## src/rtl/noc_mem_pkt_gate.sv

```systemverilog
// Packet gate in front of the memory bridge: buffers NoC2 flits in a small
// FIFO and releases a new packet only once memory calibration is complete.
// A packet already started is always finished, even if calibration drops.
// Flit width comes from NOC_DATA_WIDTH (default 64).
// Optional statistics counters are enabled with NOC_PKT_GATE_STATS_EN.

`ifndef NOC_DATA_WIDTH
`define NOC_DATA_WIDTH 64
`endif

module noc_mem_pkt_gate #(
  parameter int unsigned DEPTH  = 8,
  parameter int unsigned LEN_LO = 22,
  localparam int unsigned W     = `NOC_DATA_WIDTH
) (
  input  logic         clk,
  input  logic         rst_n,
  input  logic         phy_init_done,
  input  logic         in_val,
  input  logic [W-1:0] in_dat,
  output logic         in_rdy,
  output logic         out_val,
  output logic [W-1:0] out_dat,
  input  logic         out_rdy,
  output logic         busy,
  output logic [15:0]  pkt_cnt,
  output logic [15:0]  blocked_cycles
);

  localparam int unsigned AW = $clog2(DEPTH);

  typedef enum logic [0:0] {StIdle, StBody} state_e;

  state_e        state_q, state_d;
  logic [AW:0]   wr_ptr_q, wr_ptr_d;
  logic [AW:0]   rd_ptr_q, rd_ptr_d;
  logic [7:0]    remain_q, remain_d;
  logic          ready_q;
  logic [W-1:0]  mem_q [DEPTH];

  logic          full, empty, push, pop;
  logic [7:0]    head_len;

  // Extra pointer bit separates full from empty when the indices match.
  assign empty    = (wr_ptr_q == rd_ptr_q);
  assign full     = (wr_ptr_q[AW] != rd_ptr_q[AW]) &&
                    (wr_ptr_q[AW-1:0] == rd_ptr_q[AW-1:0]);
  // ready_q keeps in_rdy low during reset and rises on the first clock after.
  assign in_rdy   = ready_q & ~full;
  assign out_val  = ~empty & ((state_q == StBody) | phy_init_done);
  assign out_dat  = mem_q[rd_ptr_q[AW-1:0]];
  assign head_len = out_dat[LEN_LO +: 8];
  assign push     = in_val & in_rdy;
  assign pop      = out_val & out_rdy;
  assign busy     = (state_q == StBody);

  // Next-state for pointers and the packet tracking FSM.
  always_comb begin
    state_d  = state_q;
    remain_d = remain_q;
    wr_ptr_d = wr_ptr_q + (AW+1)'(push);
    rd_ptr_d = rd_ptr_q + (AW+1)'(pop);
    if (pop) begin
      unique case (state_q)
        StIdle: begin
          if (head_len != 8'd0) begin
            remain_d = head_len;
            state_d  = StBody;
          end
        end
        StBody: begin
          remain_d = remain_q - 8'd1;
          if (remain_q == 8'd1) begin
            state_d = StIdle;
          end
        end
        default: state_d = StIdle;
      endcase
    end
  end

  // Control state registers.
  always_ff @(posedge clk or negedge rst_n) begin
    if (!rst_n) begin
      state_q  <= StIdle;
      remain_q <= 8'd0;
      wr_ptr_q <= '0;
      rd_ptr_q <= '0;
      ready_q  <= 1'b0;
    end else begin
      state_q  <= state_d;
      remain_q <= remain_d;
      wr_ptr_q <= wr_ptr_d;
      rd_ptr_q <= rd_ptr_d;
      ready_q  <= 1'b1;
    end
  end

  // Flit storage; contents need no reset since the pointers define validity.
  always_ff @(posedge clk) begin
    if (push) begin
      mem_q[wr_ptr_q[AW-1:0]] <= in_dat;
    end
  end

`ifdef NOC_PKT_GATE_STATS_EN
  logic        pkt_done;
  logic [15:0] pkt_cnt_q, pkt_cnt_d;
  logic [15:0] blocked_q, blocked_d;

  assign pkt_done = pop && (((state_q == StIdle) && (head_len == 8'd0)) ||
                            ((state_q == StBody) && (remain_q == 8'd1)));

  // Packet counter wraps; blocked counter saturates.
  always_comb begin
    pkt_cnt_d = pkt_cnt_q;
    blocked_d = blocked_q;
    if (pkt_done) begin
      pkt_cnt_d = pkt_cnt_q + 16'd1;
    end
    if ((state_q == StIdle) && !empty && !phy_init_done && (blocked_q != 16'hFFFF)) begin
      blocked_d = blocked_q + 16'd1;
    end
  end

  // Statistics registers.
  always_ff @(posedge clk or negedge rst_n) begin
    if (!rst_n) begin
      pkt_cnt_q <= 16'd0;
      blocked_q <= 16'd0;
    end else begin
      pkt_cnt_q <= pkt_cnt_d;
      blocked_q <= blocked_d;
    end
  end

  assign pkt_cnt        = pkt_cnt_q;
  assign blocked_cycles = blocked_q;
`else
  assign pkt_cnt        = 16'd0;
  assign blocked_cycles = 16'd0;
`endif

endmodule

```

## config.mk

```make
export PLATFORM = sky130hd
export DESIGN_NAME = noc_mem_pkt_gate
export DESIGN_NICKNAME = d
export VERILOG_FILES = /design/src/rtl/noc_mem_pkt_gate.sv
export SDC_FILE = /design/constraint.sdc
export NUM_CORES = 1
export LEC_CHECK = 0
export ABC_AREA = 0
export CAP_MARGIN = 10
export CORE_MARGIN = 1.5
export CORE_UTILIZATION = 45
export DETAILED_ROUTE_END_ITERATION = 8
export DONT_BUFFER_PORTS = 1
export GPL_TIMING_DRIVEN = 1
export PLACE_DENSITY = 0.67
export SETUP_SLACK_MARGIN = 0.05
export SYNTH_ARGS = -nofsm -noshare
export SYNTH_HDL_FRONTEND = slang
export SYNTH_SLANG_ARGS = --single-unit
```

## constraint.sdc

```tcl
create_clock -name clk -period 7.9 [get_ports clk]
set_input_delay 1.58 -clock clk [delete_from_list [all_inputs] [get_ports clk]]
set_output_delay 1.58 -clock clk [all_outputs]
set_load 0.02 [all_outputs]
```

==> results.py <==
metrics = {
    "status": {
        "status": "complete, no violations",
    },
    "final_layout": {
        "fillers": 3520,
        "multiInputGateArea_um2": 4520,
        "drive_gt1_share_pct": 30.9,
        "area_delta_synth_final_pct": 12.0,
        "mostFrequentLayoutCell": "edfxtp_1",
        "final_cell_mix": "edfxtp_1 (512), mux4_2 (127), mux2_2 (62)",
        "regArea_um2": 15800,
        "final_area_um2": 23100,
        "fin_nets": 1024,
        "antennaDiodeCount": 0,
    },
    "setup_path": {
        "reg2reg_slack_ns": 3.59,
        "cp-endpoint": "out_dat[11]",
        "path_cells": "buf_4 -> mux4_2 -> mux2_2",
        "cpPeakStageDelay_ns": 1.08,
        "r2r-end": "mem_q[3][34]",
        "worstSetupPathType": "flop to primary output",
        "arrival_ns": 3.54,
        "worstSetupStartpoint": "rd_ptr_q[0]",
        "cp.required_ns": 6.32,
        "cp-start-kind": "flop",
        "slowest_stage": "dfrtp_4",
        "reg2reg_depth": 8,
        "reg2reg_from": "rd_ptr_q[0]",
        "cp_max_fo": 51,
        "cp-end-kind": "primary output",
    },
    "drt": {
        "firstDrtPassIters": 5,
        "wl_met3_um": 2590,
        "drc": 0,
        "final_antenna_net_count": 0,
        "wl_met2_um": 19500,
        "wl_met1_um": 16300,
        "initialDrtViolationCount": 695,
        "routed_wl_um": 39100,
        "top_layer": "met4",
        "wire_per_inst_um": 24.6,
        "via_per_inst": 5.59,
        "via_count": 8902,
    },
    "synth": {
        "synth_fa_ha_area_share_pct": 0.364,
        "synth_cell_types": 44,
        "ys_seq_area_share_pct": 76.7,
        "synth.cell_area_um2": 20600,
        "synth.ff_latch_count": 530,
        "synth_edf_count": 512,
        "synth_ff_type": "edfxtp_1",
        "synth_top_family_by_area": "multiplexers",
        "yosysWarnings": 0,
        "postSynth.asyncResetShare_pct": 3.40,
        "synthSimpleGateAreaFrac_pct": 1.94,
        "synthXorXnorAreaFrac_pct": 0.382,
        "synth-compound-area-share_pct": 0.855,
        "syn_area_per_cell_um2": 22.6,
        "synthCells": 915,
        "muxShareOfSynthArea_pct": 17.5,
    },
    "sta": {
        "tightest_slew_ns": 1.11,
        "finalHoldViolCount": 0,
        "grt_setup_unrepaired": "false",
        "slew_viol_final": 0,
        "skew_ns": 0.0161,
        "slew_headroom_pct": 25.5,
        "tns_ns": 0,
        "max_freq_mhz": 195,
        "setup_violations": 0,
        "min_period_ns": 5.12,
        "fin_crit_sh_pct": 64.8,
    },
    "clock_tree": {
        "clk_pin_slew_ns": 0.06,
        "clock_path_buffers": 3,
        "cts_resized": 0,
        "cts_setup_buffers": 0,
        "htree_num_levels": 2,
        "clock_latency_ns": 0.60,
        "cts_buffers": 54,
        "clock_sinks": 530,
        "root_buffer": "clkbuf_16",
        "cts_tree": "built",
        "holdBufCountCts": 0,
    },
    "global_routing": {
        "grt_usage_pct": 17.1,
        "antenna_found_initial": 1,
        "first_global_vias": 9518,
        "grt_max_degree": 64,
        "grt_first_pass_wirelength_um": 59000,
        "overflow": 0,
    },
    "floorplan": {
        "initial_core_util_pct": 45.6,
        "die_w_um": 217,
        "core_area_um2": 45300,
        "ios": 168,
        "dieArea_um2": 47100,
        "row_count": 78,
        "dieHeight_um": 217,
    },
    "placed_design": {
        "gp_congestion": 0.740,
        "port_buffers": 0,
        "dp_hpwl_um": 21600,
        "postPlaceCellArea_um2": 21300,
    },
    "run": {
        "drv_cap": 0,
    },
    "min_path": {
        "hp-class": "flop to flop",
    },
    "pwr": {
        "p_per_area_nw_per_um2": 366,
        "p_leak_nw": 7.30,
        "ir_worst_vdd_v": 0.000231,
    },
}
==> synthesized netlist by cell type, types with 2 or more instances <==
library cell  instances  area share (%)
buf_6                 2            0.11
o21a_1                2           0.073
buf_4                32             1.2
nor4b_1               2           0.085
nand3_1               7            0.17
edfxtp_1            512              75
nand2b_1              5            0.15
or4_1                 4            0.15
or2b_1                2           0.073
xor2_1                3            0.13
o211ai_1              3            0.11
dfrtp_1              18             2.2
xnor2_1               6            0.25
o21ai_0               6            0.15
a221oi_1              3            0.13
nor2_1               18            0.33
conb_1                2           0.036
buf_2                16            0.39
nand2_1              15            0.27
nor3_1                6            0.15
clkbuf_1             23            0.42
mux2_2               62             3.4
inv_1                 7            0.13
nor4_1                6            0.18
ha_1                  6            0.36
mux4_2              127              14
mux2i_1               3            0.15
==> per-layer routing <==
| layer | vias to the layer above | track usage, % |
|---|---|---|
| li1 | 3821 | - |
| met1 | 4794 | 22.0 |
| met2 | 234 | 28.2 |
| met3 | 53 | 4.79 |
| met4 | 0 | 5.28 |
| met5 | - | 0 |
==> state kept, by name, indices dropped and copies added (netlist names) <==
| name | count |
|---|---|
| mem_q | 512 |
| remain_q | 8 |
| rd_ptr_q | 4 |
| wr_ptr_q | 4 |
| busy | 1 |
| ready_q | 1 |
==> where the power goes <==
group | switching [mW] | internal, mW | total (mW)
clock network | 1.03 | 1.53 | 2.56
logic | 1.29 | 1.01 | 2.31
registers | 0.244 | 3.36 | 3.60
==> final cells by class <==
class                      instances  area share [%]
clock buffer                      67            6.24
clock inverter                    32            1.56
inverter                           7           0.114
multi-input combinational        336            19.6
sequential                       530            68.5
tap                              600            3.25
timing repair buffer              20           0.758
==> how the worst min path moves through the flow <==
stage | start | end | slack [ns] | cells after the start
final | wr_ptr_q[3] | wr_ptr_q[3] | 0.49 | 1
after global routing | wr_ptr_q[3] | wr_ptr_q[3] | 0.50 | 1
after CTS | wr_ptr_q[3] | wr_ptr_q[3] | 0.49 | 1
after detailed placement | wr_ptr_q[3] | wr_ptr_q[3] | 0.48 | 1
after global placement | wr_ptr_q[3] | wr_ptr_q[3] | 0.48 | 1
after floorplan | wr_ptr_q[3] | wr_ptr_q[3] | 0.47 | 1
==> worst max-delay path: cells and delay by family, from the launching register on <==
| kind | cells | cell delay (ns) |
|---|---|---|
| DFF | 1 | 1.08 |
| buffers and inverters | 1 | 0.85 |
| muxes | 2 | 0.95 |
==> through the flow <==
stage	power (mW)	cells	util [%]	hold slack, ns	setup WS (ns)
after global routing	8.84	1592	51.0	0.502	2.47
after floorplan	5.53	946	-	0.466	1.15
after detailed placement	6.03	1493	47.1	0.484	3.27
final	8.47	1592	51.0	0.490	2.78
after CTS	8.60	1592	51.0	0.494	2.61
after global placement	6.00	1493	47.1	0.483	3.29
==> kinds of logic (layout without fill, tap and decap cells) <==
| kind of cell | Yosys count | after routing |
|---|---|---|
| other | 2 | 33 |
| flip-flops | 530 | 530 |
| buffers and inverters | 80 | 126 |
| AND/OR/NAND/NOR | 72 | 72 |
| adder cells (fa/ha/maj) | 6 | 6 |
| multiplexers | 193 | 193 |
| AO/OA/AOI/OAI | 23 | 23 |
| XOR/XNOR | 9 | 9 |
Power figures use the tool's default switching activity.
